===== config.mk =====
export PLATFORM = sky130hd
export DESIGN_NAME = m1crypto_core
export DESIGN_NICKNAME = d
export VERILOG_FILES = /design/src/rtl/m1crypto_core.sv
export SDC_FILE = /design/constraint.sdc
export NUM_CORES = 1
export LEC_CHECK = 0
export CAP_MARGIN = 20
export CORE_UTILIZATION = 40
export CTS_CLUSTER_SIZE = 40
export DETAILED_ROUTE_END_ITERATION = 6
export PLACE_DENSITY = 0.66
export SYNTH_ARGS = -nofsm -noshare
export SYNTH_HDL_FRONTEND = slang
export SYNTH_SLANG_ARGS = --single-unit

===== constraint.sdc =====
create_clock -name sysclk -period 5.5 [get_ports sysclk]
set_input_delay 1.1 -clock sysclk [delete_from_list [all_inputs] [get_ports sysclk]]
set_output_delay 1.1 -clock sysclk [all_outputs]
set_load 0.03 [all_outputs]

===== src/rtl/m1crypto_core.sv =====
// Crypto1 stream-cipher core: 48-bit LFSR with two-layer nonlinear filter,
// stepped one bit per start strobe, absorbing one serial bit per step.
module m1crypto_core (
  input  logic        sysclk,
  input  logic        resetn,
  input  logic [47:0] key,
  input  logic        load_key,
  input  logic        ser_in,
  input  logic        start,
  input  logic        fb,
  output logic        trx_ks,
  output logic        trx_fout
);

  localparam int unsigned StateW = 48;

  logic [StateW-1:0] x;
  logic [StateW-1:0] key_perm;
  logic              lin;
  logic              feed;

  function automatic logic filt_a(input logic a, input logic b, input logic c, input logic d);
    return ((a | b) ^ (a & d)) ^ (c & ((a ^ b) | d));
  endfunction

  function automatic logic filt_b(input logic a, input logic b, input logic c, input logic d);
    return ((a & b) | c) ^ ((a ^ b) & (c | d));
  endfunction

  function automatic logic filt_c(input logic a, input logic b, input logic c,
                                  input logic d, input logic e);
    return (a | ((b | e) & (d ^ e))) ^ ((a ^ (b & d)) & ((c ^ d) | (b & e)));
  endfunction

  // Key bytes enter MSB byte first, each byte LSB first.
  always_comb begin
    key_perm = '0;
    for (int p = 0; p < 48; p++) begin
      key_perm[p] = key[6'((47 - p) ^ 7)];
    end
  end

  always_comb begin
    trx_fout = filt_c(filt_a(x[9],  x[11], x[13], x[15]),
                      filt_b(x[17], x[19], x[21], x[23]),
                      filt_b(x[25], x[27], x[29], x[31]),
                      filt_a(x[33], x[35], x[37], x[39]),
                      filt_b(x[41], x[43], x[45], x[47]));
    lin  = x[0]  ^ x[5]  ^ x[9]  ^ x[10] ^ x[12] ^ x[14] ^ x[15] ^ x[17] ^ x[19] ^
           x[24] ^ x[25] ^ x[27] ^ x[29] ^ x[35] ^ x[39] ^ x[41] ^ x[42] ^ x[43];
    feed = lin ^ ser_in ^ (fb & trx_fout);
  end

  // Reset beats key load, key load beats step.
  always_ff @(posedge sysclk) begin
    if (resetn) begin
      x      <= '0;
      trx_ks <= 1'b0;
    end else if (load_key) begin
      x <= key_perm;
    end else if (start) begin
      x      <= {feed, x[StateW-1:1]};
      trx_ks <= trx_fout;
    end
  end

endmodule


### Yosys cells after proc, flatten, opt, wreduce, memory -nomap -nowiden

Index checks and enable logic that the tools add are counted.

* memories: 0
* bits in writable memories: 0
* memory bits (read-only): 0
* register bits: 49
* bits of input ports: 54
* output and inout port bits: 2
* bits in latches: 0
* logic and storage cells: 70

* divide/modulo/power cells: 0
* add/subtract/negate cells: 0
* mux-type cells: 2
* $mul: 0
* $lt $le $gt $ge: 0
* shift operators: 0
* reduce and logical (&&, ||, !) cells: 2
* eq/ne operators: 0
* bitwise logic cells: 64

Operators by type and width (number)
* 48-bit 2-to-1 mux: 2
* 1-bit bitwise XOR: 35
* 1-bit AND: 15
* 1-bit bitwise OR: 13
* 2-bit AND reduction: 1
* 2-bit nonzero test: 1
* 1-bit inverter: 1

### Logic depth before layout (Yosys ltp)

Gate-level depths: netlist (run 1).

* depth after elaboration: 21
* mapped depth: 7

### Worst setup path before layout (run 1)

No wires, ideal clock.

* path kind: register -> output
* start point: reg x[41]
* end point: out trx_fout
* slack: 2.606 ns
* buffers on the path: 0
* stages on the path, launching flop included: 7
* data required time: 4.400 ns
* arrival time: 1.794 ns
* path through: dfxtp_1 > ha_1 > a211oi_1 > a21oi_1 > a211o_1 > and3_1 > nor2_1

* word-level cells in the longest chain between the ends: 7
* elaborated cells between the ends (all ways): 13
* classes of those cells: bitwise: 13

RTL lines
* start: declaration: line 17 `logic [StateW-1:0] x;`
* start signal: assignment: line 60 `x <= key_perm;`
* start signal: assignment: line 62 `x <= {feed, x[StateW-1:1]};`
* 1-bit AND or 1-bit bitwise XOR (tied branches): line 27 `return ((a & b) | c) ^ ((a ^ b) & (c | d));`
* 1-bit bitwise OR or 1-bit AND (tied branches): line 27
* 1-bit bitwise XOR (*): line 27
* 1-bit bitwise OR, or another cell as far along: line 32 `return (a | ((b | e) & (d ^ e))) ^ ((a ^ (b & d)) & ((c ^ d) | (b & e)));`
* 1-bit AND or 1-bit bitwise OR (tied branches): line 32
* 1-bit bitwise OR or 1-bit AND (tied branches): line 32
* 1-bit bitwise XOR (*): line 32
* end: declaration: line 12 `output logic trx_fout`

Mark *: on every way between the ends. The rest lies on a longest branch, timed or not.

### Final worst setup path (run 1)

Same ends and word-level chain as after synthesis.

==> impl_metrics.py, run 1 <==
metrics = {
    "layout": {
        "finalNetCount": 369,
        "nFillCells": 556,
        "drive_gt1_frac": 0.04473,
        "final_area_sq_um": 2973,
        "areaGrowthSynthToFinish_pct": 21.78,
        "num_antenna_cells": 0,
    },
    "placed_design": {
        "dp_slack_ns": 2.073,
        "place_area_sq_um": 2856,
        "place_congestion": 0.7151,
        "numPortBuffers": 39,
        "dpl.hpwl_mm": 3.241,
    },
    "clocking": {
        "postCtsSetupBuffers": 0,
        "cts_tree": "built",
        "max-clock-path-buffers": 2,
        "cts_buffers": 5,
        "clkSinkCount": 49,
        "path_clk_slew_ns": 0.09,
        "clock_latency_ns": 0.30,
        "ctsHoldBuffers": 0,
        "h-tree-depth": 2,
        "root_buffer": "clkbuf_8",
        "cts_resized": 0,
    },
    "detailed_routing": {
        "wirelength_mm": 4.826,
        "first_pass_iters": 6,
        "drc": 0,
        "wire_per_inst_microns": 12.44,
        "antenna_left": 0,
        "drtIter0Drc": 68,
        "vias_per_cell": 5.054,
        "vias": 1961,
    },
    "yosys": {
        "synth.most_common_cell": "nor2_1",
        "synthCells": 283,
        "syn_area_sq_um": 2441,
        "syn-num-nets": 340,
        "synth_cell_type_count": 31,
        "yosys-top-cells-count": "81 x nor2_1, 49 x dfxtp_1, 47 x mux2i_1",
        "synthDominantCellAreaShare": 0.4018,
        "ys_ff_latch": 49,
        "ys.flop_type": "dfxtp_1",
        "avgSynthCellArea_sq_um": 8.626,
        "synth_area_leaders": "dfxtp_1 40%, mux2i_1 19%, nor2_1 12%, a21oi_1 7.4%, xnor2_1 4.7%",
        "ys_seq_area_frac": 0.4018,
        "yosysTopAreaCell": "dfxtp_1",
        "yosys_warnings": 0,
        "async_flop_share": 0,
        "synth_edf_count": 0,
    },
    "setup_path": {
        "crit_buf_inv": 1,
        "cp_top_family": "buffers and inverters",
        "endpoint_kind": "output port",
        "critPathMaxFanout": 4,
        "worst_setup_path_start_kind": "register",
        "worstPathRequired_ns": 4.40,
        "crit_arrival_ns": 2.66,
        "cpMaxStageDelayCell": "clkdlybuf4s50_1",
        "crit_chain": "ha_1 > a211oi_1 > a21oi_1 > a211o_1 > and3_1 > nor2_1 > clkdlybuf4s50_1",
        "criticalPathCategory": "reg2out",
        "max_stage_delay_ns": 0.69,
        "ff2ff_setup_slack_ns": 3.30,
    },
    "global_route": {
        "grt_start_max_net_pins": 68,
        "grt-ovfl-total": 0,
        "grt_usage": 0.1613,
        "antenna_found_initial": 0,
        "grt_pass1_vias": 1784,
        "grt_first_pass_wirelength_mm": 8.045,
    },
    "timing": {
        "worst_pin_slew_ns": 1.101,
        "slew_violations": 0,
        "finalCriticalPeriod_ns": 3.764,
        "hold_ws_ns": 0.4582,
        "fin_tns_setup_ns": 0,
        "max_slew_margin": 0.2658,
        "setup_viol": 0,
        "grt_setup_unrepaired": "false",
        "fmax_mhz": 265.7,
        "layout_setup_ws_ns": 1.736,
        "min_period_over_period": 0.6844,
        "skew_ns": 0.008718,
        "hold_viol_final": 0,
    },
    "floorplan": {
        "dieHeight_microns": 80.12,
        "rows": 28,
        "floorplan.initialDensity": 0.4123,
        "core_area_sq_um": 5921,
        "dieWidth_microns": 80.12,
        "ioPinCount": 56,
        "die_area_sq_um": 6419,
    },
    "hold_path": {
        "worstHoldPathType": "reg2reg",
    },
    "flow_run": {
        "maxCapViolations": 0,
    },
    "status": {
        "status": "finished, final reports clean",
    },
    "pwr": {
        "leakage_uw": 0.001251,
        "ir_drop_uv": 118.7,
        "powerDensity_nw_per_um2": 264.5,
        "total_power_uw": 786.3,
    },
}
## final timing paths
| check | start | end | cells past startpoint |
|---|---|---|---|
| worst min register to register | trx_ks$_SDFFE_PP0P_ | trx_ks$_SDFFE_PP0P_ | 2 |
| worst min-delay path | trx_ks$_SDFFE_PP0P_ | trx_ks$_SDFFE_PP0P_ | 2 |
| worst max register to register | x[41]$_SDFFE_PP0P_ | x[47]$_SDFFE_PP0P_ | 7 |
| worst max-delay path | x[41]$_SDFFE_PP0P_ | trx_fout | 7 |
## kinds of logic after synthesis
group | synth area share
simple gates | 0.1635
compound gates | 0.1148
flops | 0.4018
mux | 0.1927
buf+inv | 0.03178
xor+xnor | 0.07996
fa+ha+maj | 0.01538
## where the power goes
part	internal [uW]	switching (uW)
combinational	73.5	66.4
clock	148	114
sequential	370	14.5
## cells in the final DEF, fill, tap and decap left out, drive strengths merged, types with 2 or more instances in the layout
cell | synthesis | routed
nor2 | 81 | 81
dfxtp | 49 | 49
mux2i | 47 | 47
clkdlybuf4s50 | 0 | 37
a21oi | 36 | 36
xnor2 | 15 | 15
clkbuf | 11 | 7
a21o | 4 | 4
buf | 8 | 4
a211oi | 3 | 3
xor2 | 3 | 3
ha | 3 | 3
or3b | 2 | 2
nand3b | 2 | 2
o211ai | 2 | 2
nand2 | 2 | 2
nand3 | 2 | 2
## per-stage QoR
stage / utilization / instances
CTS: 0.5021 / 388
floorplan: - / 283
finish: 0.5021 / 388
global route: 0.5021 / 388
global placement: 0.4825 / 380
detailed placement: 0.4825 / 380
## tightest hold or removal path: stages, from the launching register on
cell     delay, ns
dfxtp_1       0.32
nand2_1       0.05
a21oi_1       0.05
## registers in the layout, summed over array words and instances, names as in the netlist
signal / cells
trx_ks: 1
x: 48
## cell type report
class	count	area, sq um	area share
multi-input cells	214	1383	0.4651
flip-flops and latches	49	980.9	0.3300
repair buffers	41	395.4	0.1330
well taps	75	93.84	0.03157
clock buffers	7	86.33	0.02904
clock inverters	1	30.03	0.01010
inverters	1	3.754	0.001263
## metal layers
layer  vias to the layer above  track usage  wire [microns]
met5                         -            0               0
met4                         0      0.04286               0
met3                         0      0.03636             191
met2                        40       0.2735            2244
met1                       900       0.2053            2390
li1                       1021            -               -
(Power assumes the default switching activity.)
==> inputs of run 2 (changes only) <==
==> constraint.sdc (replaced) <==
create_clock -name sysclk -period 3.9 [get_ports sysclk]
set_input_delay 0.78 -clock sysclk [delete_from_list [all_inputs] [get_ports sysclk]]
set_output_delay 0.78 -clock sysclk [all_outputs]
set_load 0.03 [all_outputs]
==> run 2 against run 1 <==
First-iteration DRC count is 4.4% lower. Flip-flop and latch count stayed put. Utilization is 0.44 points lower. Hold slack worse by 0.0013 ns. Sequential share of layout area is 0.29 points higher. Worst setup slack worse by 1.2 ns. Wire length is 3.2% lower. Critical path depth stayed put. Register-to-register slack worse by 1.6 ns. Non-clock buffer count is 1 higher. Largest cell class unchanged. Largest power group unchanged. Highest routed layer is now met4.
==> impl_metrics.py, run 2 (synthesis gave the netlist of run 1 again) <==
metrics = {
    "clocking": {
        "h-tree-depth": 2,
        "root_buffer": "clkbuf_8",
        "cts_buffers": 5,
        "max-clock-path-buffers": 2,
        "path_clk_slew_ns": 0.09,
        "cts_resized": 0,
        "postCtsSetupBuffers": 0,
        "clock_latency_ns": 0.30,
        "cts_tree": "built",
        "ctsHoldBuffers": 0,
        "clkSinkCount": 49,
    },
    "floorplan": {
        "dieHeight_microns": 80.12,
        "core_area_sq_um": 5921,
        "floorplan.initialDensity": 0.4123,
        "dieWidth_microns": 80.12,
        "die_area_sq_um": 6419,
        "ioPinCount": 56,
        "rows": 28,
    },
    "layout": {
        "areaGrowthSynthToFinish_pct": 20.71,
        "largest_register_ffs": 48,
        "reg.largest.list": "x: 48 flops, trx_ks: 1 flops",
        "num_antenna_cells": 0,
        "layout.cells.most_common": "nor2_1",
        "finalNetCount": 370,
        "top_register": "x",
        "drive_gt1_frac": 0.04777,
        "final_cell_mix": "81 x nor2_1, 49 x dfxtp_1, 47 x mux2i_1",
    },
    "hold_path": {
        "whs_endpoint": "trx_ks$_SDFFE_PP0P_",
        "worstHoldPathType": "reg2reg",
        "hold_depth": 2,
        "worstHoldStart": "trx_ks$_SDFFE_PP0P_",
    },
    "placed_design": {
        "numPortBuffers": 39,
        "dpl.hpwl_mm": 3.136,
        "place_congestion": 0.7328,
        "dp_slack_ns": 0.8256,
    },
    "timing": {
        "finalCriticalPeriod_ns": 3.402,
        "skew_ns": 0.003101,
        "min_period_over_period": 0.8723,
        "worst_pin_slew_ns": 0.8208,
        "fin_tns_setup_ns": 0,
        "fmax_mhz": 293.9,
        "hold_ws_ns": 0.4569,
        "max_slew_margin": 0.4528,
        "slew_violations": 0,
        "hold_viol_final": 0,
        "grt_setup_unrepaired": "false",
        "layout_setup_ws_ns": 0.4980,
        "setup_viol": 0,
    },
    "setup_path": {
        "critPathMaxFanout": 4,
        "ff2ff_setup_slack_ns": 1.70,
        "r2r_cells": 7,
        "endpoint_kind": "output port",
        "worst_setup_path_start_kind": "register",
        "r2r-end": "x[47]$_SDFFE_PP0P_",
        "crit_arrival_ns": 2.62,
        "r2r_start": "x[41]$_SDFFE_PP0P_",
        "worstPathRequired_ns": 3.12,
        "criticalPathCategory": "reg2out",
    },
    "detailed_routing": {
        "drc": 0,
        "first_pass_iters": 6,
        "wirelength_mm": 4.673,
        "antenna_left": 0,
        "vias_per_cell": 4.892,
        "drtIter0Drc": 65,
        "vias": 1903,
        "wire_per_inst_microns": 12.01,
    },
    "global_route": {
        "use_met2": 0.2376,
        "grt_usage": 0.1568,
        "grt_first_pass_wirelength_mm": 7.762,
        "grt_start_max_net_pins": 64,
        "grt_busiest_layer": "met2",
        "antenna_found_initial": 0,
        "grt_pass1_vias": 1719,
        "grt-ovfl-total": 0,
        "met1_usage": 0.2094,
        "use_met3": 0.04659,
    },
    "pwr": {
        "ir_drop_uv": 185.1,
        "powerDensity_nw_per_um2": 347.9,
        "leakage_uw": 0.001243,
    },
    "flow_run": {
        "maxCapViolations": 0,
    },
    "status": {
        "status": "finished, final reports clean",
    },
}
[run 2: changes by cell type in the layout (fill, tap and decap cells not counted), sizes merged]
| cell | delta |
|---|---|
| clkinv | +2 |
| buf | +1 |
| clkbuf | -1 |
| bufinv | -1 |
[run 2: worst max-delay path, stage by stage (launching register included)]
cell,delay (ns)
dfxtp_1,0.41
ha_1,0.28
a211oi_1,0.25
a21oi_1,0.12
a211o_1,0.30
and3_1,0.18
nor2_1,0.12
clkdlybuf4s50_1,0.67
[run 2: worst max-delay path by stage]
stage / slack, ns / end / start
after global placement: 0.87 / trx_fout / x[41]$_SDFFE_PP0P_
after global routing: 0.34 / trx_fout / x[41]$_SDFFE_PP0P_
after CTS: 0.50 / trx_fout / x[41]$_SDFFE_PP0P_
after detailed placement: 0.83 / trx_fout / x[41]$_SDFFE_PP0P_
after floorplan: 1.33 / trx_fout / x[41]$_SDFFE_PP0P_
final: 0.50 / trx_fout / x[41]$_SDFFE_PP0P_
[run 2: where the power goes]
part	internal, uW	switching (uW)	total, uW
Combinational	104	91.7	196
Sequential	521	20.2	542
Clock	125	163	287
Total	750	275	1030
[run 2: layout make-up]
type	instances	area (sq um)
tap	75	93.84
sequential	49	980.9
inverter	1	3.754
multi-input combinational	214	1383
fill	570	2974
timing repair buffer	42	402.9
clock buffer	6	72.57
clock inverter	2	10.01
[run 2: metrics by stage]
stage | instances | power (uW) | util | instance area (sq um)
final | 389 | 1025 | 0.4977 | 2947
after global routing | 389 | 1082 | 0.4977 | 2947
after CTS | 389 | 1038 | 0.4977 | 2947
after detailed placement | 381 | 749.4 | 0.4837 | 2864
after global placement | 381 | 745.4 | 0.4837 | 2864
after floorplan | 283 | 683.1 | - | 2441
[run 2: routing by layer]
metal | part of all wire | wire (microns)
met5 | 0 | 0
met4 | 0.0068 | 32
met3 | 0.041 | 193
met2 | 0.43 | 2031
met1 | 0.52 | 2415
